$ cat src/rtl/vga_timing_gen.sv
// vga_timing_gen: VGA raster timing (counters, syncs, display enable, line/frame pulses) driven by
// a pixel-rate strobe in the clk_in domain. Define VGA_TIMING_CE_MONITOR_EN to build the ce_err monitor.
module vga_timing_gen #(
  parameter int unsigned H_ACTIVE   = 640,
  parameter int unsigned H_FP       = 16,
  parameter int unsigned H_SYNC     = 96,
  parameter int unsigned H_BP       = 48,
  parameter int unsigned V_ACTIVE   = 480,
  parameter int unsigned V_FP       = 10,
  parameter int unsigned V_SYNC     = 2,
  parameter int unsigned V_BP       = 33,
  parameter bit          SYNC_POL   = 1'b0,
  parameter int unsigned CNT_W      = 10,
  parameter int unsigned CE_TIMEOUT = 8
) (
  input  logic             clk_in,
  input  logic             reset,
  input  logic             pix_ce,
  output logic [CNT_W-1:0] h_count,
  output logic [CNT_W-1:0] v_count,
  output logic             hsync,
  output logic             vsync,
  output logic             de,
  output logic             line_start,
  output logic             frame_start,
  output logic             ce_err
);

  localparam int unsigned H_TOTAL = H_ACTIVE + H_FP + H_SYNC + H_BP;
  localparam int unsigned V_TOTAL = V_ACTIVE + V_FP + V_SYNC + V_BP;
  localparam longint     MAX_CNT = longint'(1) << CNT_W;

  localparam logic [CNT_W-1:0] H_LAST = CNT_W'(H_TOTAL - 1);
  localparam logic [CNT_W-1:0] V_LAST = CNT_W'(V_TOTAL - 1);

  // Decode bounds carry one extra bit so an end bound equal to 2**CNT_W stays representable
  localparam logic [CNT_W:0] H_ACT_X  = (CNT_W+1)'(H_ACTIVE);
  localparam logic [CNT_W:0] HS_BEG_X = (CNT_W+1)'(H_ACTIVE + H_FP);
  localparam logic [CNT_W:0] HS_END_X = (CNT_W+1)'(H_ACTIVE + H_FP + H_SYNC);
  localparam logic [CNT_W:0] V_ACT_X  = (CNT_W+1)'(V_ACTIVE);
  localparam logic [CNT_W:0] VS_BEG_X = (CNT_W+1)'(V_ACTIVE + V_FP);
  localparam logic [CNT_W:0] VS_END_X = (CNT_W+1)'(V_ACTIVE + V_FP + V_SYNC);

  if (longint'(H_TOTAL) > MAX_CNT) begin : g_h_total_chk
    $error("vga_timing_gen: H_TOTAL does not fit in CNT_W bits");
  end
  if (longint'(V_TOTAL) > MAX_CNT) begin : g_v_total_chk
    $error("vga_timing_gen: V_TOTAL does not fit in CNT_W bits");
  end
  if (CE_TIMEOUT == 0) begin : g_timeout_chk
    $error("vga_timing_gen: CE_TIMEOUT must be at least 1");
  end

  logic [CNT_W-1:0] r_h_count;
  logic [CNT_W-1:0] r_v_count;
  logic             r_hsync;
  logic             r_vsync;
  logic             r_de;
  logic             r_line_start;
  logic             r_frame_start;

  logic [CNT_W-1:0] w_h_next;
  logic [CNT_W-1:0] w_v_next;
  logic [CNT_W:0]   w_h_ext;
  logic [CNT_W:0]   w_v_ext;
  logic             w_hs_act;
  logic             w_vs_act;
  logic             w_de_next;
  logic             w_h_wrap;

  always_comb begin
    w_h_next = r_h_count;
    w_v_next = r_v_count;
    w_h_wrap = 1'b0;
    if (pix_ce) begin
      if (r_h_count == H_LAST) begin
        w_h_next = '0;
        w_h_wrap = 1'b1;
        if (r_v_count == V_LAST) w_v_next = '0;
        else                     w_v_next = r_v_count + CNT_W'(1);
      end else begin
        w_h_next = r_h_count + CNT_W'(1);
      end
    end
  end

  // Levels are decoded from the next-state counters so they register on the same edge
  always_comb begin
    w_h_ext   = {1'b0, w_h_next};
    w_v_ext   = {1'b0, w_v_next};
    w_hs_act  = (w_h_ext >= HS_BEG_X) && (w_h_ext < HS_END_X);
    w_vs_act  = (w_v_ext >= VS_BEG_X) && (w_v_ext < VS_END_X);
    w_de_next = (w_h_ext < H_ACT_X) && (w_v_ext < V_ACT_X);
  end

  always_ff @(posedge clk_in) begin
    if (reset) begin
      r_h_count     <= H_LAST;
      r_v_count     <= V_LAST;
      r_hsync       <= ~SYNC_POL;
      r_vsync       <= ~SYNC_POL;
      r_de          <= 1'b0;
      r_line_start  <= 1'b0;
      r_frame_start <= 1'b0;
    end else begin
      r_h_count     <= w_h_next;
      r_v_count     <= w_v_next;
      r_hsync       <= w_hs_act ? SYNC_POL : ~SYNC_POL;
      r_vsync       <= w_vs_act ? SYNC_POL : ~SYNC_POL;
      r_de          <= w_de_next;
      r_line_start  <= w_h_wrap;
      r_frame_start <= w_h_wrap && (w_v_next == '0);
    end
  end

  assign h_count     = r_h_count;
  assign v_count     = r_v_count;
  assign hsync       = r_hsync;
  assign vsync       = r_vsync;
  assign de          = r_de;
  assign line_start  = r_line_start;
  assign frame_start = r_frame_start;

`ifdef VGA_TIMING_CE_MONITOR_EN
  localparam int unsigned    GAP_W   = $clog2(CE_TIMEOUT + 2);
  localparam logic [GAP_W-1:0] GAP_MAX = GAP_W'(CE_TIMEOUT + 1);
  localparam logic [GAP_W-1:0] GAP_LIM = GAP_W'(CE_TIMEOUT);

  typedef enum logic [0:0] {
    MON_IDLE,
    MON_ARMED
  } mon_state_t;

  mon_state_t       r_mon_state;
  mon_state_t       w_mon_state_next;
  logic [GAP_W-1:0] r_gap;
  logic [GAP_W-1:0] w_gap_next;
  logic             r_ce_err;
  logic             w_ce_err_next;

  always_ff @(posedge clk_in) begin
    if (reset) begin
      r_mon_state <= MON_IDLE;
      r_gap       <= '0;
      r_ce_err    <= 1'b0;
    end else begin
      r_mon_state <= w_mon_state_next;
      r_gap       <= w_gap_next;
      r_ce_err    <= w_ce_err_next;
    end
  end

  // Gap count saturates one past the limit; the first strobe after reset only arms the monitor
  always_comb begin
    w_mon_state_next = r_mon_state;
    w_gap_next       = r_gap;
    w_ce_err_next    = r_ce_err;
    if (pix_ce) begin
      w_mon_state_next = MON_ARMED;
      w_gap_next       = '0;
    end else if ((r_mon_state == MON_ARMED) && (r_gap != GAP_MAX)) begin
      w_gap_next = r_gap + GAP_W'(1);
    end
    if (w_gap_next > GAP_LIM) w_ce_err_next = 1'b1;
  end

  assign ce_err = r_ce_err;
`else
  assign ce_err = 1'b0;
`endif

endmodule
$ cat config.mk
export PLATFORM = sky130hd
export DESIGN_NAME = vga_timing_gen
export DESIGN_NICKNAME = d
export VERILOG_FILES = /design/src/rtl/vga_timing_gen.sv
export SDC_FILE = /design/constraint.sdc
export NUM_CORES = 1
export LEC_CHECK = 0
export BUFFER_PORTS_ARGS = -buffer_cell sky130_fd_sc_hd__clkbuf_2
export CAP_MARGIN = 20
export CELL_PAD_IN_SITES_DETAIL_PLACEMENT = 2
export CELL_PAD_IN_SITES_GLOBAL_PLACEMENT = 2
export CORE_ASPECT_RATIO = 0.9
export CORE_UTILIZATION = 33
export DETAILED_ROUTE_END_ITERATION = 7
export PLACE_DENSITY_LB_ADDON = 0.1
export SYNTH_ARGS = -nofsm -noshare
export SYNTH_HDL_FRONTEND = slang
export SYNTH_SLANG_ARGS = --single-unit
export TNS_END_PERCENT = 1
$ cat constraint.sdc
create_clock -name clk_in -period 7 [get_ports clk_in]
set_clock_uncertainty 0.15 [all_clocks]
set_input_delay 1.05 -clock clk_in [delete_from_list [all_inputs] [get_ports clk_in]]
set_output_delay 1.05 -clock clk_in [all_outputs]
set_load 0.05 [all_outputs]
# == Yosys cells after proc, flatten, opt, wreduce, memory -nomap -nowiden ==
# Index checks and enable logic that the tools add are counted.
# op_classes
n_reduce_logical,5
n_eq_ne,2
n_mux,9
add_sub_neg,2
magnitude_cmp,6
# op_table
cell,n
10-bit 2-to-1 mux,5
10-bit by 1-bit adder with 10-bit output (second input constant),2
10-bit == test (second input constant),2
10-bit < comparator (second input constant),2
10-bit by 9-bit < comparator with 1-bit output (second input constant),2
10-bit greater-or-equal comparator (second input constant),1
10-bit by 9-bit greater-or-equal comparator with 1-bit output (second input constant),1
10-bit logical NOT,1
1-bit logical AND,4
1-bit 2-to-1 mux,4
# totals
out_inout_bits,26
ff_bits,25
in_bits,3
wordCells,31

# == Longest topological paths before layout ==
# depth
ltp_word,7
ltp_mapped,8
depth_no_buf,7

# == Least setup slack after synthesis ==
# OpenSTA, ideal clock, no wires.
# synth_path
kind,reg-to-reg
startpoint,reg r_h_count[9] (netlist: h_count[9])
endpoint,reg r_vsync (netlist: vsync)
slack_ns,4.105
synth_period_minus_slack_ns,2.895
path_buffers,1
required_ns,6.717
setup_time_ns,0.133
path_stages_with_launch,7
arrival_time_ns,2.612
path_cell_list,dfxtp_1 > or4b_4 > or3_1 > buf_2 > or4_4 > a221oi_2 > nand4_1
# synth_via
elab_chain_len,6
word_cells_on_any_way,7
cone_classes,order compare (2); eq/ne (1); mux (3); reduce/logical (1)
# synth_lines
item,line,text
"start, declared",54,logic [CNT_W-1:0] r_h_count;
"start signal, assigned",106,r_h_count <= w_h_next;
10-bit == test *,76,if (r_h_count == H_LAST) begin
10-bit 2-to-1 mux *,76,
10-bit 2-to-1 mux *,75,if (pix_ce) begin
10-bit by 9-bit greater-or-equal comparator with 1-bit output / 10-bit by 9-bit < comparator with 1-bit output (equally long branches),92,w_vs_act = (w_v_ext >= VS_BEG_X) && (w_v_ext < VS_END_X);
1-bit logical AND *,92,
1-bit 2-to-1 mux *,109,r_vsync <= w_vs_act ? SYNC_POL : ~SYNC_POL;
"end signal, assigned",101,r_vsync <= ~SYNC_POL;
"end signal, assigned",109,
"end, declared",57,logic r_vsync;
# Every way passes the cells marked *; elsewhere a longest branch is shown, timed or not.
# A chain may end at the register's enable or synchronous reset.

# == Worst setup path after layout ==
# layout_path
startpoint,in pix_ce
endpoint,reg r_vsync (netlist: vsync)
# layout_via
elab_chain_len,4
word_cells_on_any_way,5
cone_classes,order compare (2); mux (2); reduce/logical (1)
# layout_lines
item,line,text
"start, declared",18,"input logic pix_ce,"
10-bit 2-to-1 mux *,75,
10-bit by 9-bit greater-or-equal comparator with 1-bit output / 10-bit by 9-bit < comparator with 1-bit output (equally long branches),92,
1-bit logical AND *,92,
1-bit 2-to-1 mux *,109,
# Marks and branches as above.

==> results.yml <==
place:
  dp.cells: 260
  dpl_worst_slack_ns: 3.50
  dp_hpwl_um: 3350
  portBuffers: 27
  place_area_um2: 1610
  finalWeightedCongestion: 0.840
routing:
  first_pass_iters: 4
  wl_um: 4500
  wl_per_cell_um: 17.1
  ant_nets: 0
  vias_per_cell: 5.52
  num_vias: 1456
  drc: 0
  drtIter0Drc: 46
critical_path:
  critPathArrivalTime_ns: 3.20
  crit_type: "in2reg"
  critPathLaunchType: "primary input"
  crit_required_ns: 6.99
  rrSetupSlack_ns: 4.05
  crit_fanout: 15
  endpoint_kind: "flop"
grt:
  gr-total-overflow: 0
  grt_max_degree: 22
  grt_pass1_wl_um: 7610
  antenna_found_initial: 0
  grt_usage_pct: 20.6
  grt_pass1_vias: 1463
sta:
  fmax_ghz: 0.312
  final.min_clock_period_ns: 3.21
  finalSetupTns_ns: 0
  fin_crit_sh_pct: 45.8
  slew_headroom_pct: 36.4
  finalHoldViolations: 0
  grt_setup_unrepaired: "no"
  fin_ws_ns: 3.79
  worst_pin_slew_ns: 0.947
  slew_viol_final: 0
  setup_viol_count_final: 0
worst_hold_path:
  hp-class: "reg2reg"
power_and_ir_drop:
  p_int_uw: 237
  power_frac_clock_pct: 21.6
  powerDensity_nw_per_um2: 246
  p_sw_uw: 171
  ir_drop_mv: 0.0951
  comb_power_share_pct: 34.7
  switching_share_pct: 41.9
  total_power_uw: 408
  power.leakage_nw: 0.611
  power.share.sequential_pct: 43.7
yosys:
  ys_types: 44
  synth_ff_type: "dfxtp_1"
  yosysSeqAreaShare_pct: 34.1
  synth_seq_cells: 25
  syn-num-nets: 193
  yosysWarnings: 0
  async_flop_share_pct: 0
  synth.avg_cell_area_um2: 7.86
  syn_inst: 187
  synth_edf_count: 0
  syn_area_um2: 1470
floorplan:
  die_h_um: 65.3
  start_util_pct: 35.1
  pin_count: 29
  die_area_um2: 4720
  core_um2: 4180
  die_w_um: 72.3
  fp-row-count: 22
clocking:
  cts_hold_buf: 0
  clk_pin_slew_ns: 0.09
  cts_resized: 0
  cts_setup_buffers: 0
  cts_tree: "yes"
  clk_latency_ns: 0.27
  cts_buffers: 3
  htreeDepth: 1
  cts_buffer_depth: 2
  cts.sinks: 25
  cts-root-buf: "clkbuf_8"
cells_and_area:
  fill_cells: 520
  layout.cells.non_filler: 264
  num_antenna_cells: 0
  design_area_um2: 1660
  fin_nets: 211
  final_common_cell: "clkbuf_2"
  drive_gt1_share_pct: 18.1
  layout_common_cells: "clkbuf_2 (27), dfxtp_1 (25), a21oi_1 (17), nor2_1 (16), nand2_1 (13)"
  syn2layout_area_growth_pct: 12.9
outcome:
  status: "finished, final reports clean"
job:
  max_cap_violations: 0
flip-flops by register name, indices dropped and copies added (netlist names):
name / count
vsync: 1
h_count: 10
hsync: 1
line_start: 1
frame_start: 1
de: 1
v_count: 10
through the flow:
stage	utilization (%)	hold WS [ns]
floorplan	-	0.599
global placement	38.4	0.358
detailed placement	38.6	0.388
CTS	39.7	0.411
global route	39.7	0.476
finish	39.7	0.400
path summary, 6_finish.rpt:
| path | start | endpoint | cells past startpoint |
|---|---|---|---|
| worst max-delay path | pix_ce | vsync | 6 |
| worst min register to register | h_count[1] | h_count[1] | 2 |
| worst max register to register | h_count[6] | vsync | 5 |
| worst min-delay path | h_count[1] | h_count[1] | 2 |
routing by layer:
layer  wire length, um  global-route usage, %  vias up
met5                 0                      0        -
met4                22                   3.68        0
met3               109                   3.22        2
met2              2030                   33.4       26
met1              2350                   29.0      717
li1                  -                      -      711
cells in the mapped netlist, types with 2 or more instances:
cell      number  share of area (%)
nand3b_1       2                1.0
a21o_1         3                1.5
buf_4          2                1.0
o21a_1         2                1.0
nand2_1       13                3.3
xor2_1         2                1.2
clkbuf_1      11                2.8
nor2_1        16                4.1
nor3_1         6                2.0
o21bai_1       3                1.5
nand2b_1       4                1.7
nor4_1         7                3.0
inv_1          5                1.3
a211o_1        2                1.2
xnor2_1        7                4.2
and3_1         2               0.85
nand3_1       12                4.1
and4_1         3                1.8
or3_1          3                1.3
dfxtp_1       25                 34
nand4_1        7                3.0
ha_1           3                2.6
a21oi_1       17                5.8
o21ai_0       10                3.4
worst max-delay path, cell delays in order:
cell and delay, ns:
clkbuf_2 0.15, nand3_1 0.31, or3_1 0.64, or4_4 0.61
a221oi_2 0.32, nand4_1 0.12
cell families after synthesis:
logic type | share of synthesized area (%)
simple gates | 32.0
compound gates | 19.5
flops | 34.1
buf+inv | 6.22
xor+xnor | 5.37
fa+ha+maj | 2.56
other cells | 0.255
power by group through the flow:
stage          clock, mW  combinational (mW)  sequential [mW]
4_1_cts           0.0899               0.143            0.178
3_3_place_gp           0               0.137            0.180
5_1_grt           0.0957               0.154            0.182
3_5_place_dp           0               0.142            0.182
6_report          0.0879               0.141            0.178
2_1_floorplan          0              0.0827            0.206
final cells by class:
class                   instances  area (um2)  share of cell area [%]
well taps                      60        75.1                    4.52
flip-flops and latches         25         500                    30.2
repair buffers                 28         143                    8.60
multi-input cells             142         877                    52.9
inverters                       5        18.8                    1.13
clock buffers                   4        45.0                    2.71
No activity file was read; power rests on OpenSTA's default activity.
